===== config.mk =====
export PLATFORM = sky130hd
export DESIGN_NAME = wishbone_master_if
export DESIGN_NICKNAME = d
export VERILOG_FILES = /design/src/rtl/wishbone_master_if.sv
export SDC_FILE = /design/constraint.sdc
export NUM_CORES = 1
export LEC_CHECK = 0
export ABC_AREA = 0
export CAP_MARGIN = 20
export CORE_MARGIN = 2
export CORE_UTILIZATION = 47
export DETAILED_ROUTE_END_ITERATION = 7
export PLACE_DENSITY = 0.94
export SKIP_LAST_GASP = 1
export SLEW_MARGIN = 20
export SYNTH_ARGS = -nofsm -noshare
export SYNTH_HDL_FRONTEND = slang
export SYNTH_SLANG_ARGS = --single-unit

===== constraint.sdc =====
create_clock -name clk -period 5.6 [get_ports clk]
set_clock_uncertainty 0.2 [all_clocks]
set_input_delay 1.12 -clock clk [delete_from_list [all_inputs] [get_ports clk]]
set_output_delay 1.12 -clock clk [all_outputs]
set_load 0.01 [all_outputs]

===== src/rtl/wishbone_master_if.sv =====
// rtl/wishbone_master_if.sv - CPU-to-Wishbone classic-cycle master bridge with err/timeout termination
// Optional feature macro: WB_POSTED_WRITE_EN (posted writes with sticky error)
module wishbone_master_if #(
   parameter int DW     = 32,
   parameter int AW     = 32,
   parameter int TO_CYC = 255
) (
   input  logic            clk,
   input  logic            rst,
   input  logic [5:0]      stall_i,
   input  logic            flush_i,
   input  logic            cpu_ce_i,
   input  logic            cpu_we_i,
   input  logic [AW-1:0]   cpu_addr_i,
   input  logic [DW-1:0]   cpu_data_i,
   input  logic [DW/8-1:0] cpu_sel_i,
   output logic [DW-1:0]   cpu_data_o,
   output logic            cpu_err_o,
   output logic            stallreq,
   input  logic [DW-1:0]   wishbone_data_i,
   input  logic            wishbone_ack_i,
   input  logic            wishbone_err_i,
   output logic [AW-1:0]   wishbone_addr_o,
   output logic [DW-1:0]   wishbone_data_o,
   output logic            wishbone_we_o,
   output logic [DW/8-1:0] wishbone_sel_o,
   output logic            wishbone_stb_o,
   output logic            wishbone_cyc_o
);

   localparam int CW = (TO_CYC > 0) ? $clog2(TO_CYC + 1) : 1;
   localparam logic [CW-1:0] TO_LAST = (TO_CYC > 0) ? CW'(TO_CYC - 1) : '0;

   typedef enum logic [1:0] {
      IDLE           = 2'd0,
      BUSY           = 2'd1,
      WAIT_FOR_STALL = 2'd2
   } state_t;

   state_t          state, state_nxt;
   logic [CW-1:0]   cnt;
   logic [DW-1:0]   rd_buf;
   logic            err_buf;
   logic            issue, timeout, term, term_err, read_ack, posted_req;
   logic            posted_q, err_sticky;

   assign issue    = (state == IDLE) && cpu_ce_i && !flush_i;
   assign timeout  = (TO_CYC != 0) && (cnt == TO_LAST);
   assign term     = (state == BUSY) && (wishbone_ack_i || wishbone_err_i || timeout);
   assign term_err = wishbone_err_i || timeout;
   // err has priority over a simultaneous ack, so no data is returned then
   assign read_ack = wishbone_ack_i && !wishbone_err_i && !wishbone_we_o;

`ifdef WB_POSTED_WRITE_EN
   assign posted_req = cpu_we_i;

   always_ff @(posedge clk) begin
      if (rst) begin
         posted_q   <= 1'b0;
         err_sticky <= 1'b0;
      end else if (issue) begin
         posted_q   <= cpu_we_i;
         err_sticky <= 1'b0;
      end else if (term && posted_q) begin
         posted_q   <= 1'b0;
         err_sticky <= err_sticky | term_err;
      end
   end
`else
   assign posted_req = 1'b0;
   assign posted_q   = 1'b0;
   assign err_sticky = 1'b0;
`endif

   always_ff @(posedge clk) begin
      if (rst) state <= IDLE;
      else     state <= state_nxt;
   end

   always_comb begin
      state_nxt = state;
      case (state)
         IDLE:           if (issue) state_nxt = BUSY;
         BUSY: begin
            if (term) begin
               if (!posted_q && (stall_i != 6'd0)) state_nxt = WAIT_FOR_STALL;
               else                                state_nxt = IDLE;
            end
         end
         WAIT_FOR_STALL: if (stall_i == 6'd0) state_nxt = IDLE;
         default:        state_nxt = IDLE;
      endcase
   end

   always_ff @(posedge clk) begin
      if (rst) begin
         wishbone_addr_o <= '0;
         wishbone_data_o <= '0;
         wishbone_we_o   <= 1'b0;
         wishbone_sel_o  <= '0;
         wishbone_stb_o  <= 1'b0;
         wishbone_cyc_o  <= 1'b0;
         rd_buf          <= '0;
         err_buf         <= 1'b0;
         cnt             <= '0;
      end else begin
         case (state)
            IDLE: begin
               if (issue) begin
                  wishbone_addr_o <= cpu_addr_i;
                  wishbone_data_o <= cpu_data_i;
                  wishbone_we_o   <= cpu_we_i;
                  wishbone_sel_o  <= cpu_sel_i;
                  wishbone_stb_o  <= 1'b1;
                  wishbone_cyc_o  <= 1'b1;
                  rd_buf          <= '0;
                  err_buf         <= 1'b0;
                  cnt             <= '0;
               end
            end
            BUSY: begin
               if (term) begin
                  wishbone_addr_o <= '0;
                  wishbone_data_o <= '0;
                  wishbone_we_o   <= 1'b0;
                  wishbone_sel_o  <= '0;
                  wishbone_stb_o  <= 1'b0;
                  wishbone_cyc_o  <= 1'b0;
                  if (posted_q || (flush_i && (stall_i == 6'd0))) begin
                     rd_buf  <= '0;
                     err_buf <= 1'b0;
                  end else begin
                     rd_buf  <= read_ack ? wishbone_data_i : '0;
                     err_buf <= term_err;
                  end
               end else if (cnt != '1) begin
                  cnt <= cnt + CW'(1);
               end
            end
            WAIT_FOR_STALL: begin
            end
            default: begin
               wishbone_addr_o <= '0;
               wishbone_data_o <= '0;
               wishbone_we_o   <= 1'b0;
               wishbone_sel_o  <= '0;
               wishbone_stb_o  <= 1'b0;
               wishbone_cyc_o  <= 1'b0;
            end
         endcase
      end
   end

   always_comb begin
      stallreq   = 1'b0;
      cpu_data_o = '0;
      cpu_err_o  = 1'b0;
      if (!rst) begin
         case (state)
            IDLE: begin
               stallreq  = issue && !posted_req;
               cpu_err_o = err_sticky;
            end
            BUSY: begin
               if (posted_q) begin
                  // a request arriving behind a posted write waits for it to finish
                  stallreq  = cpu_ce_i;
                  cpu_err_o = err_sticky | (term & term_err);
               end else begin
                  stallreq   = !term;
                  cpu_data_o = (term && read_ack) ? wishbone_data_i : '0;
                  cpu_err_o  = term && term_err;
               end
            end
            WAIT_FOR_STALL: begin
               cpu_data_o = rd_buf;
               cpu_err_o  = err_buf;
            end
            default: begin
            end
         endcase
      end
   end

endmodule

==> impl_metrics.ini, run 1 <==
[cells_and_area]
syn_to_final_growth_pct = 51.7
fillers = 785
layoutNonFillerInstCount = 952
nNetsFinal = 915
num_antenna_cells = 0
drive_gt1_share_pct = 6.80
fin_util_pct = 72.4

[placed_design]
portBuffers = 217
placed_cells = 920
dpl.hpwl_um = 11300
gp_congestion = 0.872

[synthesis]
synth_top_area_cell = dfxtp_1
async_flop_share_pct = 0
syn_inst = 622
syn_area_mm2 = 0.00541
synth_nets = 741
ys_ff_latch = 113
netlist.area_leader.share_pct = 41.9
synth_edf_count = 0
synth_cell_types = 43
synth_ff_type = dfxtp_1
post_synth.cell_area_avg_um2 = 8.69
yosys_warnings = 0
yosysSeqAreaShare_pct = 41.9
synth_area_leaders = dfxtp_1 42%, nand4_1 8.4%, o21ai_0 7.2%

[run]
drv_cap = 0

[routing]
vias = 5832
final_antenna_net_count = 0
post-route-drc-count = 1
wl_per_cell_um = 18.5
vias_per_cell = 6.13
drtPass1Iterations = 8
wirelength_um = 17600
drt_iter0_drc = 694

[global_route]
grt.total_usage_pct = 27.9
grt_pass1_wl_um = 28800
antenna_found_initial = 0
grt_max_degree = 113
first_global_vias = 5785
grt_overflow = 0

[outcome]
violations = design-rule violations
outcome = finished with violations

[sta]
setup_viol = 0
fin_crit_ps = 4800
min_period_over_period_pct = 85.8
tns_ps = 0
worst_hold_slack_ps = 273
tightest_slew_ps = 1110
drv_slew = 0
rsz0062_at_grt = no
fmax_mhz = 208
hold_violations = 0
slew_headroom_pct = 26.0

[setup_path]
worstReg2RegStart = state[0]$_SDFFE_PP0P_
reg2reg_to = wishbone_data_o[16]$_SDFFE_PP0P_
cp-end-kind = output port
worst_path_max_delay_cell = clkdlybuf4s50_1
crit_path_cell_trace = clkdlybuf4s50_1 > nor2_1 > o21ai_0 > and3_2 > a32o_1 > clkdlybuf4s50_1
crit_top_cell = clkdlybuf4s50_1
path_max_fanout = 32
r2r_cells = 7
arrival_ps = 3480
rrSetupSlack_ps = 2610
start_kind = input pin
path_class = input pin to output port
worstPathRequired_ps = 4280
cp_slowest_stage_delay_ps = 640

[hold_path]
hold_start = rd_buf[16]$_SDFFE_PP0P_
hold_end = rd_buf[16]$_SDFFE_PP0P_
hold_path.class = flop to flop
hold_depth = 2

[floorplanning]
start_util_pct = 47.7
coreArea_mm2 = 0.0113
dieArea_mm2 = 0.0124
die_w_um = 111
num_rows = 39
num_io_pins = 218
die_y_um = 111

[clocking]
cts.path.max_buffers = 2
cts.sinks = 113
post_cts_resized = 0
cts-root-buf = clkbuf_16
cts_tree = done
htreeDepth = 4
clkTransAtPathRegs_ps = 50
holdBufCountCts = 0
cts_buffers = 17
worstSkewPairLatency_ps = 410
cts_setup_buffers = 0

[power]
p_leak_nw = 2.76
powerDensity_mw_per_mm2 = 435
p_total_mw = 3.57
ir_drop_mv = 0.269
==> synth_stat cells, types with 2 or more instances <==
library cell	count
nand2_1	6
a21oi_1	77
clkbuf_2	7
clkbuf_1	56
nor2b_1	3
nand4_1	73
and4_1	2
inv_1	7
a32o_1	32
buf_2	4
ha_1	6
a31oi_1	6
mux2i_1	34
o21ai_1	2
buf_12	3
nand2b_1	38
o31ai_1	2
dfxtp_1	113
o21ai_0	78
nand3_1	40
nor2_1	10
o211ai_1	2
==> worst max path at each step <==
stage | start | end | slack, ps | cells past startpoint
2_1_floorplan | wishbone_err_i | stallreq | 2010 | 5
3_3_place_gp | wishbone_err_i | cpu_data_o[18] | 670 | 6
3_5_place_dp | wishbone_err_i | cpu_data_o[12] | 400 | 6
4_1_cts | wishbone_err_i | cpu_data_o[12] | 400 | 6
5_1_grt | wishbone_err_i | cpu_data_o[12] | 640 | 6
6_report | wishbone_err_i | cpu_data_o[12] | 800 | 6
==> sequential cells by signal, indices dropped and copies added, names as in the netlist <==
| name | count |
|---|---|
| cnt | 8 |
| err_buf | 1 |
| rd_buf | 32 |
| state | 2 |
| wishbone_addr_o | 32 |
| wishbone_cyc_o | 1 |
| wishbone_data_o | 32 |
| wishbone_sel_o | 4 |
| wishbone_we_o | 1 |
==> report_power, final <==
group	switching (mW)	internal, mW	total [mW]	leakage, nW
combinational	0.762	0.577	1.34	1.51
sequential	0.0780	0.951	1.03	0.920
clock	0.365	0.836	1.20	0.323
==> layout by cell type (no fill, tap or decap), types with 6 or more instances in the layout <==
master,netlist,routed
a21oi_1,77,76
o21ai_0,78,78
nand2b_1,38,38
buf_4,1,11
nor2_1,10,9
dfxtp_1,113,113
nand2_1,6,6
clkdlybuf4s50_1,0,216
clkbuf_16,0,17
nand4_1,73,73
a31oi_1,6,6
nand3_1,40,40
inv_1,7,7
a32o_1,32,32
mux2i_1,34,34
==> worst max-delay path, delay by kind of cell <==
kind                   cells  cell delay, ps
AO/OA/AOI/OAI              2             430
buffers and inverters      2            1200
AND/OR/NAND/NOR            2             720
==> final cells by class <==
type	count	area, um2	share of cell area (%)
timing repair buffer	227	2240	27.4
multi-input combinational	430	2820	34.4
sequential	113	2260	27.6
clock buffer	23	488	5.95
tap	143	179	2.18
clock inverter	9	176	2.15
inverter	7	26.3	0.320
==> stage by stage <==
stage               setup slack (ps)  instance area [um2]
floorplan                       2010                 5410
global placement                 673                 7530
detailed placement               397                 7530
CTS                              401                 8200
global route                     637                 8200
finish                           797                 8200
==> logic make-up after synthesis <==
group           Yosys count  share of synthesized area, %
compound gates          208                          23.8
fa+ha+maj                 6                          1.39
buf+inv                  79                          6.85
flops                   113                          41.9
mux                      34                          6.30
simple gates            182                          19.8
==> metal layers <==
metal | share of wire (%) | up-vias | track usage, %
li1 | - | 2698 | -
met4 | 2.4 | 0 | 12.1
met3 | 9.2 | 38 | 8.75
met2 | 48 | 299 | 46.0
met1 | 40 | 2797 | 33.6
met5 | 0 | - | 0
Power figures use the tool's default switching activity.
==> run 2: changes to the inputs <==
--- a/config.mk
+++ b/config.mk
@@ -10,6 +10,7 @@
 export CORE_MARGIN = 2
 export CORE_UTILIZATION = 47
 export DETAILED_ROUTE_END_ITERATION = 7
+export MAX_ROUTING_LAYER = met4
 export PLACE_DENSITY = 0.94
 export SKIP_LAST_GASP = 1
 export SLEW_MARGIN = 20
==> run 2 against run 1 <==
The run now ends clean; cell count rose by 0.11%; setup slack gained 52 ps; clock power is 16% lower; non-clock buffer count rose by 1; core utilization shrank 0.64 points; wire length up 2.0%; via count increased by 0.43%; critical path depth is the same; register-to-register slack is essentially flat; hold slack got worse by 2.9 ps; largest cell class unchanged.
==> impl_metrics.ini, run 2 (synthesis gave the netlist of run 1 again) <==
[outcome]
outcome = finished clean

[floorplanning]
die_y_um = 111
num_rows = 39
dieArea_mm2 = 0.0124
die_w_um = 111
coreArea_mm2 = 0.0113
num_io_pins = 218
start_util_pct = 47.7

[hold_path]
hold_path.class = flop to flop
hold_start = wishbone_sel_o[0]$_SDFFE_PP0P_

[routing]
final_antenna_net_count = 0
vias_per_cell = 6.15
vias = 5857
dr_wl_met2_um = 8770
wl_met1_um = 7250
drtPass1Iterations = 5
wirelength_um = 18000
wl_per_cell_um = 18.9
drt_iter0_drc = 627
dr.max_layer_used = met4
post-route-drc-count = 0
met3_length_um = 1540

[sta]
rsz0062_at_grt = no
drv_slew = 0
setup_viol = 0
slew_headroom_pct = 28.4
min_period_over_period_pct = 84.8
hold_violations = 0
tns_ps = 0
fmax_mhz = 211
fin_crit_ps = 4750
tightest_slew_ps = 1070

[clocking]
clkTransAtPathRegs_ps = 50
cts_buffers = 17
cts-root-buf = clkbuf_16
cts_tree = done
cts.sinks = 113
htreeDepth = 4
worstSkewPairLatency_ps = 410
cts.path.max_buffers = 2
post_cts_resized = 0
holdBufCountCts = 0
cts_setup_buffers = 0

[global_route]
grt.total_usage_pct = 29.3
grt_pass1_wl_um = 29000
antenna_found_initial = 0
grt_overflow = 0
first_global_vias = 5715
grt_max_degree = 113

[cells_and_area]
nNetsFinal = 916
num_antenna_cells = 0
mostFrequentLayoutCell = clkdlybuf4s50_1
layout_common_cells = 216 x clkdlybuf4s50_1, 113 x dfxtp_1, 78 x o21ai_0
syn_to_final_growth_pct = 50.4
fillers = 819
drive_gt1_share_pct = 7.04
reg_top3 = rd_buf (32), wishbone_addr_o (32), wishbone_data_o (32)

[setup_path]
arrival_ps = 3430
worstReg2RegStart = state[1]$_SDFFE_PP0P_
startpoint = wishbone_err_i
cp-end-kind = output port
crit_top_cell = clkdlybuf4s50_1
path_max_fanout = 32
worst_path_max_delay_cell = clkdlybuf4s50_1
path_class = input pin to output port
worstPathRequired_ps = 4280
start_kind = input pin
crit_path_cell_trace = clkdlybuf4s50_1 > nor2_1 > o21ai_0 > and3_2 > a32o_1 > clkdlybuf4s50_1
cp_slowest_stage_delay_ps = 640

[power]
power_frac_seq_pct = 30.1
power.internal_mw = 2.17
sw_frac_of_total_pct = 36.7
clockPowerShare_pct = 29.5
powerDensity_mw_per_mm2 = 421
p_switching_mw = 1.25
ir_drop_mv = 0.268
p_total_mw = 3.42
p_leak_nw = 2.71
p_comb_share_pct = 40.4

[placed_design]
dpl.hpwl_um = 11700
portBuffers = 217
gp_congestion = 0.881

[run]
drv_cap = 0
==> run 2: cell count changes in the layout (fill, tap and decap cells not counted), sizes merged <==
cell | previous run | this run
clkinvlp | 1 | 4
bufinv | 5 | 1
inv | 7 | 10
clkinv | 3 | 6
clkbuf | 23 | 18
buf | 11 | 12
==> run 2: critical path, delay by kind of cell <==
| kind | cells | cell delay, ps |
|---|---|---|
| compound gates | 2 | 400 |
| simple gates | 2 | 720 |
| buf+inv | 2 | 1180 |
==> run 2: worst paths after layout <==
check	endpoint	slack, ps	depth (start not counted)
worst max-delay path	cpu_data_o[2]	850	6
worst min-delay path	wishbone_sel_o[0]$_SDFFE_PP0P_	270	2
worst max register to register	rd_buf[18]$_SDFFE_PP0P_	2610	8
worst min register to register	wishbone_sel_o[0]$_SDFFE_PP0P_	270	2
==> run 2: final cells by class <==
class / count / area (um2) / share of cell area, %
Multi-Input combinational cell: 430 / 2820 / 34.7
Timing Repair Buffer: 228 / 2270 / 28.0
Sequential cell: 113 / 2260 / 27.8
Clock buffer: 18 / 429 / 5.28
Tap cell: 143 / 179 / 2.20
Clock inverter: 14 / 135 / 1.66
Inverter: 7 / 26.3 / 0.323
==> run 2: routing by layer <==
metal,vias to the layer above,global-route usage (%)
li1,2697,-
met1,2828,34.8
met2,295,47.6
met3,37,8.42
met4,0,10.2
met5,-,-
==> run 2: stage by stage <==
step | cell area (um2) | setup WS, ps | cells | utilization, % | hold WS [ps]
floorplan | 5410 | 2010 | 622 | - | 248
global placement | 7530 | 670 | 920 | 66.6 | 257
detailed placement | 7530 | 430 | 920 | 66.6 | 265
CTS | 8100 | 430 | 952 | 71.5 | 274
global route | 8130 | 756 | 953 | 71.8 | 291
finish | 8130 | 850 | 953 | 71.8 | 270
==> run 2: power by group through the flow <==
stage               Clock, mW  Combinational (mW)  Sequential [mW]
floorplan                   0               0.781             1.09
global placement            0                1.28             1.03
detailed placement          0                1.33             1.04
CTS                      1.02                1.34             1.03
global route             1.07                1.48             1.04
finish                   1.01                1.38             1.03
